### config.mk
export PLATFORM = sky130hd
export DESIGN_NAME = iic_slave_regif
export DESIGN_NICKNAME = d
export VERILOG_FILES = /design/src/rtl/iic_slave_regif_pkg.sv /design/src/rtl/iic_line_filter.sv /design/src/rtl/iic_slave_regif.sv
export SDC_FILE = /design/constraint.sdc
export NUM_CORES = 1
export LEC_CHECK = 0
export ABC_AREA = 1
export CAP_MARGIN = 30
export CORE_MARGIN = 2
export CORE_UTILIZATION = 53
export DETAILED_ROUTE_END_ITERATION = 12
export PLACE_DENSITY_LB_ADDON = 0.08
export SLEW_MARGIN = 20
export SYNTH_ARGS = -nofsm -noshare
export SYNTH_HDL_FRONTEND = slang
export SYNTH_SLANG_ARGS = --single-unit
### constraint.sdc
create_clock -name clk -period 3.9 [get_ports clk]
set_clock_uncertainty 0.15 [all_clocks]
set_input_delay 0.78 -clock clk [delete_from_list [all_inputs] [get_ports clk]]
set_output_delay 0.78 -clock clk [all_outputs]
set_load 0.03 [all_outputs]
### src/rtl/iic_slave_regif_pkg.sv
// rtl/iic_slave_regif_pkg.sv - shared I2C target FSM states and bus constants
// Purpose: state encoding and ACK/NACK levels shared by the I2C target and master.
// Contents: iic_state_e (4-bit FSM states), IIC_ACK/IIC_NACK, drives_ack() helper.
package iic_slave_regif_pkg;

    typedef enum logic [3:0] {
        ST_IDLE      = 4'd0,
        ST_ADDR      = 4'd1,
        ST_ADDR_ACK  = 4'd2,
        ST_PTR       = 4'd3,
        ST_PTR_ACK   = 4'd4,
        ST_WDATA     = 4'd5,
        ST_WDATA_ACK = 4'd6,
        ST_RDATA     = 4'd7,
        ST_RDATA_ACK = 4'd8,
        ST_IGNORE    = 4'd9
    } iic_state_e;

    localparam logic IIC_ACK  = 1'b0;
    localparam logic IIC_NACK = 1'b1;

    // States in which the target pulls SDA low for the whole ACK bit.
    function automatic logic drives_ack(input iic_state_e s);
        return (s == ST_ADDR_ACK) || (s == ST_PTR_ACK) || (s == ST_WDATA_ACK);
    endfunction

endpackage

### src/rtl/iic_line_filter.sv
// rtl/iic_line_filter.sv - 2-FF synchroniser, glitch filter and edge pulses for one bus line
// Purpose: accept a new line level only after it has been stable FILTER_LEN clk.
// Ports: clk, rstn (sync active-low), line_i (async pin), level_o (filtered level),
//        rise_o / fall_o (1-clk pulses, coincident with the level_o change).
module iic_line_filter #(
    parameter int FILTER_LEN = 3
) (
    input  logic clk,
    input  logic rstn,
    input  logic line_i,
    output logic level_o,
    output logic rise_o,
    output logic fall_o
);

    localparam int CW = (FILTER_LEN > 1) ? $clog2(FILTER_LEN) : 1;

    logic          sync1_q, sync2_q, level_q, rise_q, fall_q;
    logic [CW-1:0] cnt_q;
    logic          accept;

    // The synced level has differed from the accepted level for FILTER_LEN clk.
    assign accept = (sync2_q != level_q) && (cnt_q == CW'(FILTER_LEN - 1));

    always_ff @(posedge clk) begin
        if (!rstn) begin
            // Idle bus lines are high; start there so reset does not fake an edge.
            sync1_q <= 1'b1;
            sync2_q <= 1'b1;
            level_q <= 1'b1;
            cnt_q   <= '0;
            rise_q  <= 1'b0;
            fall_q  <= 1'b0;
        end else begin
            sync1_q <= line_i;
            sync2_q <= sync1_q;
            rise_q  <= accept && sync2_q;
            fall_q  <= accept && !sync2_q;
            if (sync2_q == level_q) begin
                cnt_q <= '0;
            end else if (accept) begin
                level_q <= sync2_q;
                cnt_q   <= '0;
            end else begin
                cnt_q <= cnt_q + CW'(1);
            end
        end
    end

    assign level_o = level_q;
    assign rise_o  = rise_q;
    assign fall_o  = fall_q;

endmodule

### src/rtl/iic_slave_regif.sv
// rtl/iic_slave_regif.sv - I2C target endpoint with a synchronous register-file port
// Purpose: decode START/STOP, device ID, register pointer and data; ACK and return read data.
// Ports: clk, rstn (sync active-low), scl_in/sda_in (async bus), sda_out/sda_out_en (open-drain
//        drive), busy, reg_addr (pointer), wr_en/wr_data (write strobe), rd_en/rd_data (read).
module iic_slave_regif
    import iic_slave_regif_pkg::*;
#(
    parameter logic [6:0] DEVICE_ID  = 7'h2B,
    parameter int         ADDR_BYTE  = 1,
    parameter int         FILTER_LEN = 3,
    parameter int         SDA_HOLD   = 4
) (
    input  logic                   clk,
    input  logic                   rstn,
    input  logic                   scl_in,
    input  logic                   sda_in,
    output logic                   sda_out,
    output logic                   sda_out_en,
    output logic                   busy,
    output logic [ADDR_BYTE*8-1:0] reg_addr,
    output logic                   wr_en,
    output logic [7:0]             wr_data,
    output logic                   rd_en,
    input  logic [7:0]             rd_data
);

    localparam int AW = ADDR_BYTE * 8;
    localparam int HW = $clog2(SDA_HOLD + 1);

    logic scl_f, scl_rise, scl_fall, sda_f, sda_rise, sda_fall;

    iic_line_filter #(.FILTER_LEN(FILTER_LEN)) u_scl_filter (
        .clk(clk), .rstn(rstn), .line_i(scl_in),
        .level_o(scl_f), .rise_o(scl_rise), .fall_o(scl_fall)
    );

    iic_line_filter #(.FILTER_LEN(FILTER_LEN)) u_sda_filter (
        .clk(clk), .rstn(rstn), .line_i(sda_in),
        .level_o(sda_f), .rise_o(sda_rise), .fall_o(sda_fall)
    );

    iic_state_e    state_q, state_d;
    logic [2:0]    bit_cnt_q, bit_cnt_d;
    logic          got_bit_q, got_bit_d;
    logic [7:0]    shift_q, shift_d;
    logic          rw_q, rw_d;
    logic [1:0]    ptr_cnt_q, ptr_cnt_d;
    logic [AW-1:0] reg_addr_q, reg_addr_d;
    logic          busy_q, busy_d;
    logic          wr_en_q, wr_en_d;
    logic [7:0]    wr_data_q, wr_data_d;
    logic          rd_en_q, rd_en_d;
    logic          rd_pend_q, rd_pend_d;
    logic          rd_lat_q, rd_lat_d;
    logic [HW-1:0] hold_cnt_q, hold_cnt_d;
    logic          sda_en_q, sda_en_d;

    logic start_det, stop_det, byte_last, want_drive;

    assign start_det = sda_fall && scl_f;
    assign stop_det  = sda_rise && scl_f;
    assign byte_last = (bit_cnt_q == 3'd7);
    // Read data is open-drain: only 0 bits are driven.
    assign want_drive = drives_ack(state_q) || ((state_q == ST_RDATA) && !shift_q[7]);

    always_comb begin
        state_d    = state_q;
        bit_cnt_d  = bit_cnt_q;
        got_bit_d  = got_bit_q;
        shift_d    = shift_q;
        rw_d       = rw_q;
        ptr_cnt_d  = ptr_cnt_q;
        reg_addr_d = reg_addr_q;
        busy_d     = busy_q;
        wr_en_d    = 1'b0;
        wr_data_d  = wr_data_q;
        rd_en_d    = rd_pend_q;
        rd_pend_d  = 1'b0;
        rd_lat_d   = rd_en_q;
        hold_cnt_d = hold_cnt_q;
        sda_en_d   = sda_en_q;

        if (wr_en_q) reg_addr_d = reg_addr_q + AW'(1);
        if (rd_lat_q) shift_d = rd_data;

        // SDA only changes SDA_HOLD clk after SCL fell, never while SCL is high.
        if (scl_fall) begin
            hold_cnt_d = HW'(SDA_HOLD);
        end else if (hold_cnt_q != '0) begin
            hold_cnt_d = hold_cnt_q - HW'(1);
            if (hold_cnt_q == HW'(1)) sda_en_d = want_drive;
        end

        // got_bit makes the SCL fall that follows START (no bit sampled yet) a no-op.
        if (scl_rise) begin
            got_bit_d = 1'b1;
            if (state_q inside {ST_ADDR, ST_PTR, ST_WDATA}) shift_d = {shift_q[6:0], sda_f};
            if (state_q == ST_RDATA_ACK) begin
                if (sda_f == IIC_NACK) begin
                    state_d = ST_IGNORE;
                end else begin
                    reg_addr_d = reg_addr_q + AW'(1);
                    rd_pend_d  = 1'b1;
                end
            end
        end

        if (scl_fall && got_bit_q) begin
            got_bit_d = 1'b0;
            case (state_q)
                ST_ADDR: begin
                    bit_cnt_d = bit_cnt_q + 3'd1;
                    if (byte_last) begin
                        if (shift_q[7:1] == DEVICE_ID) begin
                            state_d = ST_ADDR_ACK;
                            busy_d  = 1'b1;
                            rw_d    = shift_q[0];
                            rd_en_d = shift_q[0];
                        end else begin
                            state_d = ST_IGNORE;
                        end
                    end
                end
                ST_ADDR_ACK: begin
                    bit_cnt_d = 3'd0;
                    ptr_cnt_d = 2'd0;
                    state_d   = rw_q ? ST_RDATA : ST_PTR;
                end
                ST_PTR: begin
                    bit_cnt_d = bit_cnt_q + 3'd1;
                    if (byte_last) begin
                        reg_addr_d = (reg_addr_q << 8) | AW'(shift_q);
                        ptr_cnt_d  = ptr_cnt_q + 2'd1;
                        state_d    = ST_PTR_ACK;
                    end
                end
                ST_PTR_ACK: begin
                    bit_cnt_d = 3'd0;
                    state_d   = (ptr_cnt_q == 2'(ADDR_BYTE)) ? ST_WDATA : ST_PTR;
                end
                ST_WDATA: begin
                    bit_cnt_d = bit_cnt_q + 3'd1;
                    if (byte_last) begin
                        wr_en_d   = 1'b1;
                        wr_data_d = shift_q;
                        state_d   = ST_WDATA_ACK;
                    end
                end
                ST_WDATA_ACK: begin
                    bit_cnt_d = 3'd0;
                    state_d   = ST_WDATA;
                end
                ST_RDATA: begin
                    bit_cnt_d = bit_cnt_q + 3'd1;
                    shift_d   = {shift_q[6:0], 1'b1};
                    if (byte_last) state_d = ST_RDATA_ACK;
                end
                ST_RDATA_ACK: begin
                    bit_cnt_d = 3'd0;
                    state_d   = ST_RDATA;
                end
                default: ;
            endcase
        end

        if (start_det || stop_det) begin
            state_d    = start_det ? ST_ADDR : ST_IDLE;
            bit_cnt_d  = 3'd0;
            got_bit_d  = 1'b0;
            busy_d     = 1'b0;
            sda_en_d   = 1'b0;
            hold_cnt_d = '0;
            rd_pend_d  = 1'b0;
        end
    end

    always_ff @(posedge clk) begin
        if (!rstn) begin
            state_q    <= ST_IDLE;
            bit_cnt_q  <= 3'd0;
            got_bit_q  <= 1'b0;
            shift_q    <= 8'h00;
            rw_q       <= 1'b0;
            ptr_cnt_q  <= 2'd0;
            reg_addr_q <= '0;
            busy_q     <= 1'b0;
            wr_en_q    <= 1'b0;
            wr_data_q  <= 8'h00;
            rd_en_q    <= 1'b0;
            rd_pend_q  <= 1'b0;
            rd_lat_q   <= 1'b0;
            hold_cnt_q <= '0;
            sda_en_q   <= 1'b0;
        end else begin
            state_q    <= state_d;
            bit_cnt_q  <= bit_cnt_d;
            got_bit_q  <= got_bit_d;
            shift_q    <= shift_d;
            rw_q       <= rw_d;
            ptr_cnt_q  <= ptr_cnt_d;
            reg_addr_q <= reg_addr_d;
            busy_q     <= busy_d;
            wr_en_q    <= wr_en_d;
            wr_data_q  <= wr_data_d;
            rd_en_q    <= rd_en_d;
            rd_pend_q  <= rd_pend_d;
            rd_lat_q   <= rd_lat_d;
            hold_cnt_q <= hold_cnt_d;
            sda_en_q   <= sda_en_d;
        end
    end

    assign sda_out    = !sda_en_q;
    assign sda_out_en = sda_en_q;
    assign busy       = busy_q;
    assign reg_addr   = reg_addr_q;
    assign wr_en      = wr_en_q;
    assign wr_data    = wr_data_q;
    assign rd_en      = rd_en_q;

endmodule
## After elaboration in Yosys (flattened, before gate mapping)

Cells that the tools add are included.

- Register bits after elaboration: 58
- Bits in latches: 0
- Memory bits (writable): 0
- ROM bits: 0
- Input port bits: 12
- Output and inout bits: 21
- Logic and storage cells: 135
- Memories kept: 0

- Add/sub/neg operators: 6
- $mul: 0
- Divide/modulo/power cells: 0
- $lt $le $gt $ge: 0
- Equal/unequal tests: 19
- Shifts and indexed selects: 0
- Mux-type cells: 37
- Bitwise logic cells: 6
- Reductions and logical operators: 39

Operator list:

| operator | number |
|---|---|
| two-way mux 8 bit | 12 |
| two-way mux 4 bit | 10 |
| one-hot mux 4 bit (8 select lines) | 1 |
| equality test 4 x 3 -> 1 bit (second input constant) | 4 |
| two-way mux 3 bit | 4 |
| AND reduction 3 bit | 4 |
| OR reduction 3 bit | 4 |
| OR reduction 4 bit | 3 |
| logical AND 1 bit | 10 |
| adder 8 x 1 -> 8 bit (second input constant) | 1 |
| equality test 4 x 2 -> 1 bit (second input constant) | 2 |
| equality test 7 x 6 -> 1 bit (second input constant) | 1 |
| two-way mux 1 bit | 7 |
| adder 2 x 1 -> 2 bit (second input constant) | 3 |
| inverter 1 bit | 6 |
| one-hot mux 3 bit (2 select lines) | 1 |
| AND reduction 2 bit | 3 |
| nonzero test 2 bit | 3 |
| nonzero test 3 bit | 2 |
| equality test 2 bit (second input constant) | 2 |
| equality test 4 x 1 -> 1 bit (second input constant) | 1 |
| equality test 4 bit (second input constant) | 1 |
| logical NOT 1 bit | 4 |
| logical OR 1 bit | 4 |
| other kinds (12) | 14 |

## Logic depth before layout (Yosys ltp)

Gate-level depths: netlist of run 1.

- Depth in word-level cells: 8
- Depth in mapped cells: 10
- Mapped depth without buffers: 10

## Hierarchy

A second synthesis of run 1 with hierarchy kept.

- Cells, all modules: 385
- Area total of the unflattened synthesis: 2906.5 µm²

Modules (own cells, without submodules):

| module | instances | cells each | area an instance (µm²) | sequential area each (µm²) |
|---|---|---|---|---|
| iic_slave_regif | 1 | 333 | 2423.6 | 880.8 |
| iic_line_filter | 2 | 26 | 241.5 | 140.1 |

## Least setup slack after synthesis of run 1

OpenSTA, ideal clock, no wires.

- Path type: in2reg
- From: input port rstn
- To: register sda_en_q (netlist: sda_out_en)
- Library setup time: 0.081 ns
- Data arrival time: 1.608 ns
- Required time: 3.669 ns
- Path slack: 2.061 ns
- Stages on the path: 5
- Buffers on the path: 1
- Cell sequence: clkbuf_1 -> nand3_1 -> inv_1 -> o21ai_0 -> a41oi_1

- Word-level cells in the longest chain between the ends: 2

Ends and longest elaborated chain:

| item | RTL line | text |
|---|---|---|
| start, declared | iic_slave_regif.sv:14 | `input logic rstn,` |
| inverter 1 bit (no line) | - |  |
| OR reduction 2 bit (no line) | - |  |
| end signal, assigned | iic_slave_regif.sv:209 | `sda_en_q <= sda_en_d;` |
| end, declared | iic_slave_regif.sv:56 | `logic sda_en_q, sda_en_d;` |

No other way between the ends.
A chain may end at the register's enable or synchronous reset.

## Worst setup path after layout of run 1

- From: register reg_addr_q[0] (netlist: reg_addr[0])
- To: output port reg_addr[0]

RTL lines:

| item | RTL line | text |
|---|---|---|
| start, declared | iic_slave_regif.sv:48 | `logic [AW-1:0] reg_addr_q, reg_addr_d;` |
| start signal, assigned | iic_slave_regif.sv:201 | `reg_addr_q <= reg_addr_d;` |
| end, declared | iic_slave_regif.sv:20 | `output logic [ADDR_BYTE*8-1:0] reg_addr,` |

No word-level cell between the ends.

==> flow_summary_export.csv, run 1 <==
group,metric,value,unit
outcome,outcome,"completed",
clock_network,cts_setup_buffers,0,
global_route,gr-usage-all-layers,20.8,%
global_route,grt_pass1_vias,2193,
min_path,min_to,"u_scl_filter.cnt_q[0]",
critical_path,worstPathMaxFanout,4,
synth,postSynthAreaPerCell,7.88,µm²
cells_and_area,final_common_cell,"dfxtp_1",
timing,worstMarginPinSlew,0.429,ns
critical_path,worstRegToRegCells,6,
placed_design,place_congestion,0.902,
synth,synth-main-ff-cell,"dfxtp_1",
timing,maxSlewViolCount,0,
synth,synth_edf_count,0,
critical_path,critPathMaxStageDelay,0.69,ns
die,initial_core_util,54.6,%
cells_and_area,layout_common_cells,"dfxtp_1 (58), nand2_1 (54), inv_1 (47), o21ai_0 (40), clkdlybuf4s50_1 (32)",
global_route,grt_pass1_wl,9940,µm
power,switching_share,23.9,%
clock_network,worstSkewPairLatency,0.33,ns
power,p_int,0.965,mW
critical_path,criticalPathCategory,"reg2out",
die,coreArea,0.00511,mm²
critical_path,r2r_slack,1.97,ns
synth,ys_seq_area_share,41.6,%
die,fp.dieW,76.5,µm
power,p_comb_share,8.6,%
drt,vias,2418,
drt,viasPerCell,5.20,
timing,maxSlewHeadroom,71.3,%
critical_path,cp.required,2.97,ns
cells_and_area,num_antenna_cells,0,
drt,firstDrtPassIters,4,
min_path,worstHoldStart,"u_scl_filter.cnt_q[0]",
drt,drtIter0Drc,145,
timing,timing.fmax,425,MHz
global_route,antenna_found_initial,0,
global_route,overflow,0,
power,p_leak,1.36,nW
clock_network,cts_tree,"done",
cells_and_area,nets,412,
critical_path,cp_slowest_cell,"clkdlybuf4s50_1",
critical_path,arrival,1.42,ns
synth,syn_nets,376,
clock_network,ctsResizeCount,0,
critical_path,crit_buf_inv,1,
critical_path,critical_path.top_delay_family,"buffers and inverters",
synth,ys_ff_latch,58,
synth,async_reset_ff_share,0,%
critical_path,reg2reg_from,"bit_cnt_q[0]",
synth,syn_area,0.00279,mm²
critical_path,r2r_end,"wr_data[0]",
placed_design,placed_cell_area,0.00315,mm²
timing,fin_crit_sh,60.3,%
placed_design,place.detailed.hpwl,4110,µm
timing,hold_viol,0,
die,dieArea,0.00586,mm²
clock_network,cts-htree-levels,3,
die,die_h,76.5,µm
placed_design,io_buffer_count,32,
power,power_frac_seq,48.5,%
drt,wirelength,5590,µm
min_path,min_path_cells,1,
die,ios,33,
clock_network,cts_buffer_depth,2,
run,max-cap-violations,0,
die,std_cell_rows,26,
cells_and_area,fillerInstances,455,
drt,wl_per_cell,12.0,µm
critical_path,crit_path_end_kind,"output pin",
global_route,grt_max_degree,21,
synth,postSynthCellCount,354,
cells_and_area,postLayoutCellArea,0.00335,mm²
clock_network,cts_buffers,9,
power,powerDensity,379,mW/mm²
clock_network,hold_buffers,0,
synth,ys_types,42,
synth,yosysWarnings,0,
drt,detail-route-antenna-nets,0,
power,p_clk_share,42.8,%
critical_path,path_cells,"clkdlybuf4s50_1",
cells_and_area,drive_above_1_share,13.7,%
timing,fin_crit,2.35,ns
clock_network,clk_pin_slew_worst_paths,0.07,ns
power,worst_ir_drop_vdd,0.372,mV
drt,drc_errors,0,
min_path,hold_class,"reg2reg",
clock_network,root_buffer,"clkbuf_8",
timing,grt_setup_unrepaired,"no",
clock_network,clock-sinks,58,
cells_and_area,area_growth_syn_to_layout,20.1,%
critical_path,crit_path_start_kind,"flop",
timing,setup_violations,0,
cells_and_area,finish.utilization,65.6,%
timing,setup_tns,0,ns
power,p_switching,0.304,mW
## sequential cells by signal (all words and copies together), names as in the netlist, 2 cells and up
register	count
u_scl_filter.cnt_q	2
bit_cnt_q	3
state_q	4
ptr_cnt_q	2
reg_addr	8
shift_q	8
u_sda_filter.cnt_q	2
hold_cnt_q	3
wr_data	8
## stage by stage
step	cells	setup slack [ns]	hold slack, ns	total power, mW
2_1_floorplan	354	2.06	0.241	0.704
3_3_place_gp	449	1.39	0.245	0.735
3_5_place_dp	449	1.36	0.254	0.740
4_1_cts	465	1.53	0.263	1.28
5_1_grt	465	1.48	0.288	1.33
6_report	465	1.55	0.266	1.27
## synthesized netlist by cell type, types with 2 or more instances
library cell / n / area [µm²]
dfxtp_1: 58 / 1160
nand2_1: 54 / 203
inv_1: 47 / 176
o21ai_0: 40 / 200
a21oi_1: 31 / 155
nor2_1: 22 / 82.6
nand3_1: 15 / 75.1
ha_1: 10 / 125
nor3_1: 7 / 35.0
a21oi_2: 5 / 43.8
o21ai_2: 5 / 43.8
clkbuf_1: 4 / 15.0
inv_2: 4 / 15.0
nand2_2: 4 / 25.0
nand4_1: 4 / 25.0
nor2_4: 4 / 45.0
or2_2: 4 / 25.0
o211ai_1: 3 / 22.5
xor2_1: 3 / 26.3
a31oi_1: 2 / 12.5
buf_2: 2 / 10.0
inv_4: 2 / 12.5
nand2_4: 2 / 22.5
nand3_2: 2 / 20.0
nor4_1: 2 / 12.5
o21ai_1: 2 / 10.0
## layer usage
metal / vias up / GRT usage (%) / wire [µm]
met5: - / 0 / 0
met4: 0 / 4.55 / 37
met3: 4 / 6.52 / 348
met2: 77 / 30.0 / 2350
met1: 1089 / 30.6 / 2850
li1: 1248 / - / -
## cell type report
| type | instances | area (µm²) | area share [%] |
|---|---|---|---|
| Inverter | 53 | 204 | 6.09 |
| Timing Repair Buffer | 33 | 328 | 9.79 |
| Tap cell | 70 | 87.6 | 2.62 |
| Multi-Input combinational cell | 235 | 1370 | 41.0 |
| Clock buffer | 11 | 141 | 4.22 |
| Clock inverter | 5 | 53.8 | 1.61 |
| Sequential cell | 58 | 1160 | 34.7 |
## worst max path at each step
stage	start	cells after the start	end
floorplan	rstn	5	sda_out_en
global placement	rstn	5	sda_out_en
detailed placement	rstn	5	sda_out_en
CTS	reg_addr[0]	1	reg_addr[0]
global route	reg_addr[0]	1	reg_addr[0]
finish	reg_addr[0]	1	reg_addr[0]
## power by group through the flow
stage               logic, mW  registers, mW  clock network (mW)
finish                  0.110          0.616               0.544
global route            0.128          0.617               0.586
CTS                     0.111          0.616               0.548
detailed placement      0.110          0.629                   0
global placement        0.106          0.628                   0
floorplan              0.0725          0.631                   0
## logic make-up (layout without fill, tap and decap cells)
kind of cell / count (synthesis) / after routing / share of synthesized area [%]
compound gates: 95 / 95 / 20.1
xor+xnor: 4 / 4 / 1.26
fa+ha+maj: 10 / 10 / 4.49
buf+inv: 61 / 102 / 9.15
flops: 58 / 58 / 41.6
simple gates: 126 / 126 / 23.4
Note: power is estimated with default switching activity, not from simulation.
==> inputs of run 2 (changes only) <==
==> constraint.sdc (replaced) <==
create_clock -name clk -period 2.4 [get_ports clk]
set_clock_uncertainty 0.15 [all_clocks]
set_input_delay 0.48 -clock clk [delete_from_list [all_inputs] [get_ports clk]]
set_output_delay 0.48 -clock clk [all_outputs]
set_load 0.03 [all_outputs]
==> run 2 against run 1 <==
Clock power increased by 55%. Global-route usage rose by 0.83 points. Worst hold slack got worse by 0.0028 ns. Setup slack worse by 1.2 ns. Sequential power rose by 62%. Flip-flop and latch count unchanged. Power rose by 59%. First-iteration DRC count grew 31%. Non-clock buffer count is 2 higher. Core utilization up 0.20 points. Die area did not move. Largest cell class unchanged.
==> flow_summary_export.csv, run 2 (same netlist as run 1, synthesis figures left out) <==
group,metric,value,unit
critical_path,critical_path.top_delay_family,"buffers and inverters",
timing,maxSlewHeadroom,71.0,%
placed_design,dp_cells,451,
clock_network,worstSkewPairLatency,0.33,ns
timing,hold_viol,0,
global_route,overflow,0,
cells_and_area,nets,414,
timing,maxSlewViolCount,0,
placed_design,io_buffer_count,32,
critical_path,worstPathMaxFanout,4,
die,ios,33,
clock_network,root_buffer,"clkbuf_8",
die,coreArea,0.00511,mm²
global_route,grt_max_degree,18,
power,power_frac_seq,49.4,%
power,p_leak,1.36,nW
cells_and_area,layout_common_cells,"dfxtp_1 (58), nand2_1 (54), inv_1 (47), o21ai_0 (40), clkdlybuf4s50_1 (32)",
drt,drtIter0Drc,190,
cells_and_area,instances_no_fill,467,
timing,setup_violations,0,
clock_network,cts_setup_buffers,0,
cells_and_area,drive_above_1_share,14.4,%
clock_network,ctsResizeCount,0,
die,dieArea,0.00586,mm²
placed_design,place_ws,0.472,ns
cells_and_area,seq_area,0.00116,mm²
timing,grt_setup_unrepaired,"no",
drt,viasPerCell,5.02,
die,std_cell_rows,26,
timing,fin_crit,2.04,ns
placed_design,place.detailed.hpwl,4250,µm
cells_and_area,fillerInstances,466,
min_path,hold_class,"reg2reg",
cells_and_area,num_antenna_cells,0,
drt,drc_errors,0,
die,initial_core_util,54.6,%
clock_network,cts_buffer_depth,2,
cells_and_area,finish.utilization,65.8,%
outcome,outcome,"completed",
power,p_switching,0.501,mW
critical_path,arrival,1.41,ns
critical_path,cp.required,1.77,ns
critical_path,critPathMaxStageDelay,0.69,ns
timing,fin_crit_sh,85.0,%
timing,worstMarginPinSlew,0.434,ns
die,die_h,76.5,µm
power,p_clk_share,41.8,%
power,switching_share,24.8,%
timing,setup_tns,0,ns
timing,timing.fmax,490,MHz
placed_design,place_congestion,0.862,
critical_path,cp_slowest_cell,"clkdlybuf4s50_1",
clock_network,cts-htree-levels,3,
timing,worst_slack,0.360,ns
drt,firstDrtPassIters,5,
power,p_comb_share,8.8,%
global_route,grt_pass1_wl,10100,µm
cells_and_area,multi_input_area,0.00137,mm²
global_route,antenna_found_initial,0,
critical_path,path_cells,"clkdlybuf4s50_1",
cells_and_area,area_growth_syn_to_layout,20.4,%
cells_and_area,final_common_cell,"dfxtp_1",
clock_network,cts_tree,"done",
clock_network,clk_pin_slew_worst_paths,0.06,ns
drt,detail-route-antenna-nets,0,
clock_network,cts_buffers,9,
critical_path,criticalPathCategory,"reg2out",
die,fp.dieW,76.5,µm
global_route,gr-usage-all-layers,21.7,%
drt,vias,2344,
power,powerDensity,602,mW/mm²
clock_network,hold_buffers,0,
run,max-cap-violations,0,
drt,wl_per_cell,12.4,µm
power,worst_ir_drop_vdd,0.467,mV
clock_network,clock-sinks,58,
global_route,grt_pass1_vias,2214,
critical_path,crit_path_start_kind,"flop",
critical_path,crit_path_end_kind,"output pin",
power,p_int,1.52,mW
drt,wirelength,5790,µm
critical_path,crit_buf_inv,1,
==> run 2: cell count changes in the layout (fill, tap and decap cells not counted) <==
| cell | before | now |
|---|---|---|
| clkinv_2 | 3 | 2 |
| clkbuf_1 | 1 | 0 |
| clkbuf_8 | 10 | 12 |
| clkinv_4 | 1 | 0 |
| clkinvlp_4 | 0 | 2 |
| buf_4 | 1 | 3 |
| bufinv_16 | 1 | 0 |
==> run 2: final cells by class <==
class,count,area share (%)
sequential,58,34.6
clock inverter,4,0.745
clock buffer,12,4.92
timing repair buffer,35,10.2
tap,70,2.61
multi-input combinational,235,40.9
inverter,53,6.07
==> run 2: power groups by stage <==
stage | sequential [mW] | combinational [mW] | clock, mW
after CTS | 1.00 | 0.180 | 0.859
after global placement | 1.02 | 0.175 | 0
after floorplan | 1.03 | 0.118 | 0
after global routing | 1.00 | 0.214 | 0.920
after detailed placement | 1.02 | 0.179 | 0
final | 1.00 | 0.178 | 0.845
==> run 2: metal layers <==
layer  global-route usage, %  part of all wire [%]
met1                    30.1                    50
met2                    30.9                    43
met3                    7.23                   6.0
met4                    8.73                   1.1
met5                       0                     0
==> run 2: stage by stage <==
stage	hold WS, ns	instance area, µm²	total power [mW]
6_report	0.263	3360	2.02
5_1_grt	0.281	3360	2.14
4_1_cts	0.264	3360	2.04
3_5_place_dp	0.248	3170	1.20
3_3_place_gp	0.247	3170	1.20
2_1_floorplan	0.241	2790	1.14
==> run 2: worst paths after layout <==
path | endpoint | depth (start not counted) | slack [ns] | from
hold / removal | u_sda_filter.cnt_q[0] | 1 | 0.26 | u_sda_filter.cnt_q[0]
hold reg to reg | u_sda_filter.cnt_q[0] | 1 | 0.26 | u_sda_filter.cnt_q[0]
setup / recovery | reg_addr[4] | 1 | 0.36 | reg_addr[4]
setup reg to reg | wr_data[5] | 6 | 0.52 | bit_cnt_q[0]
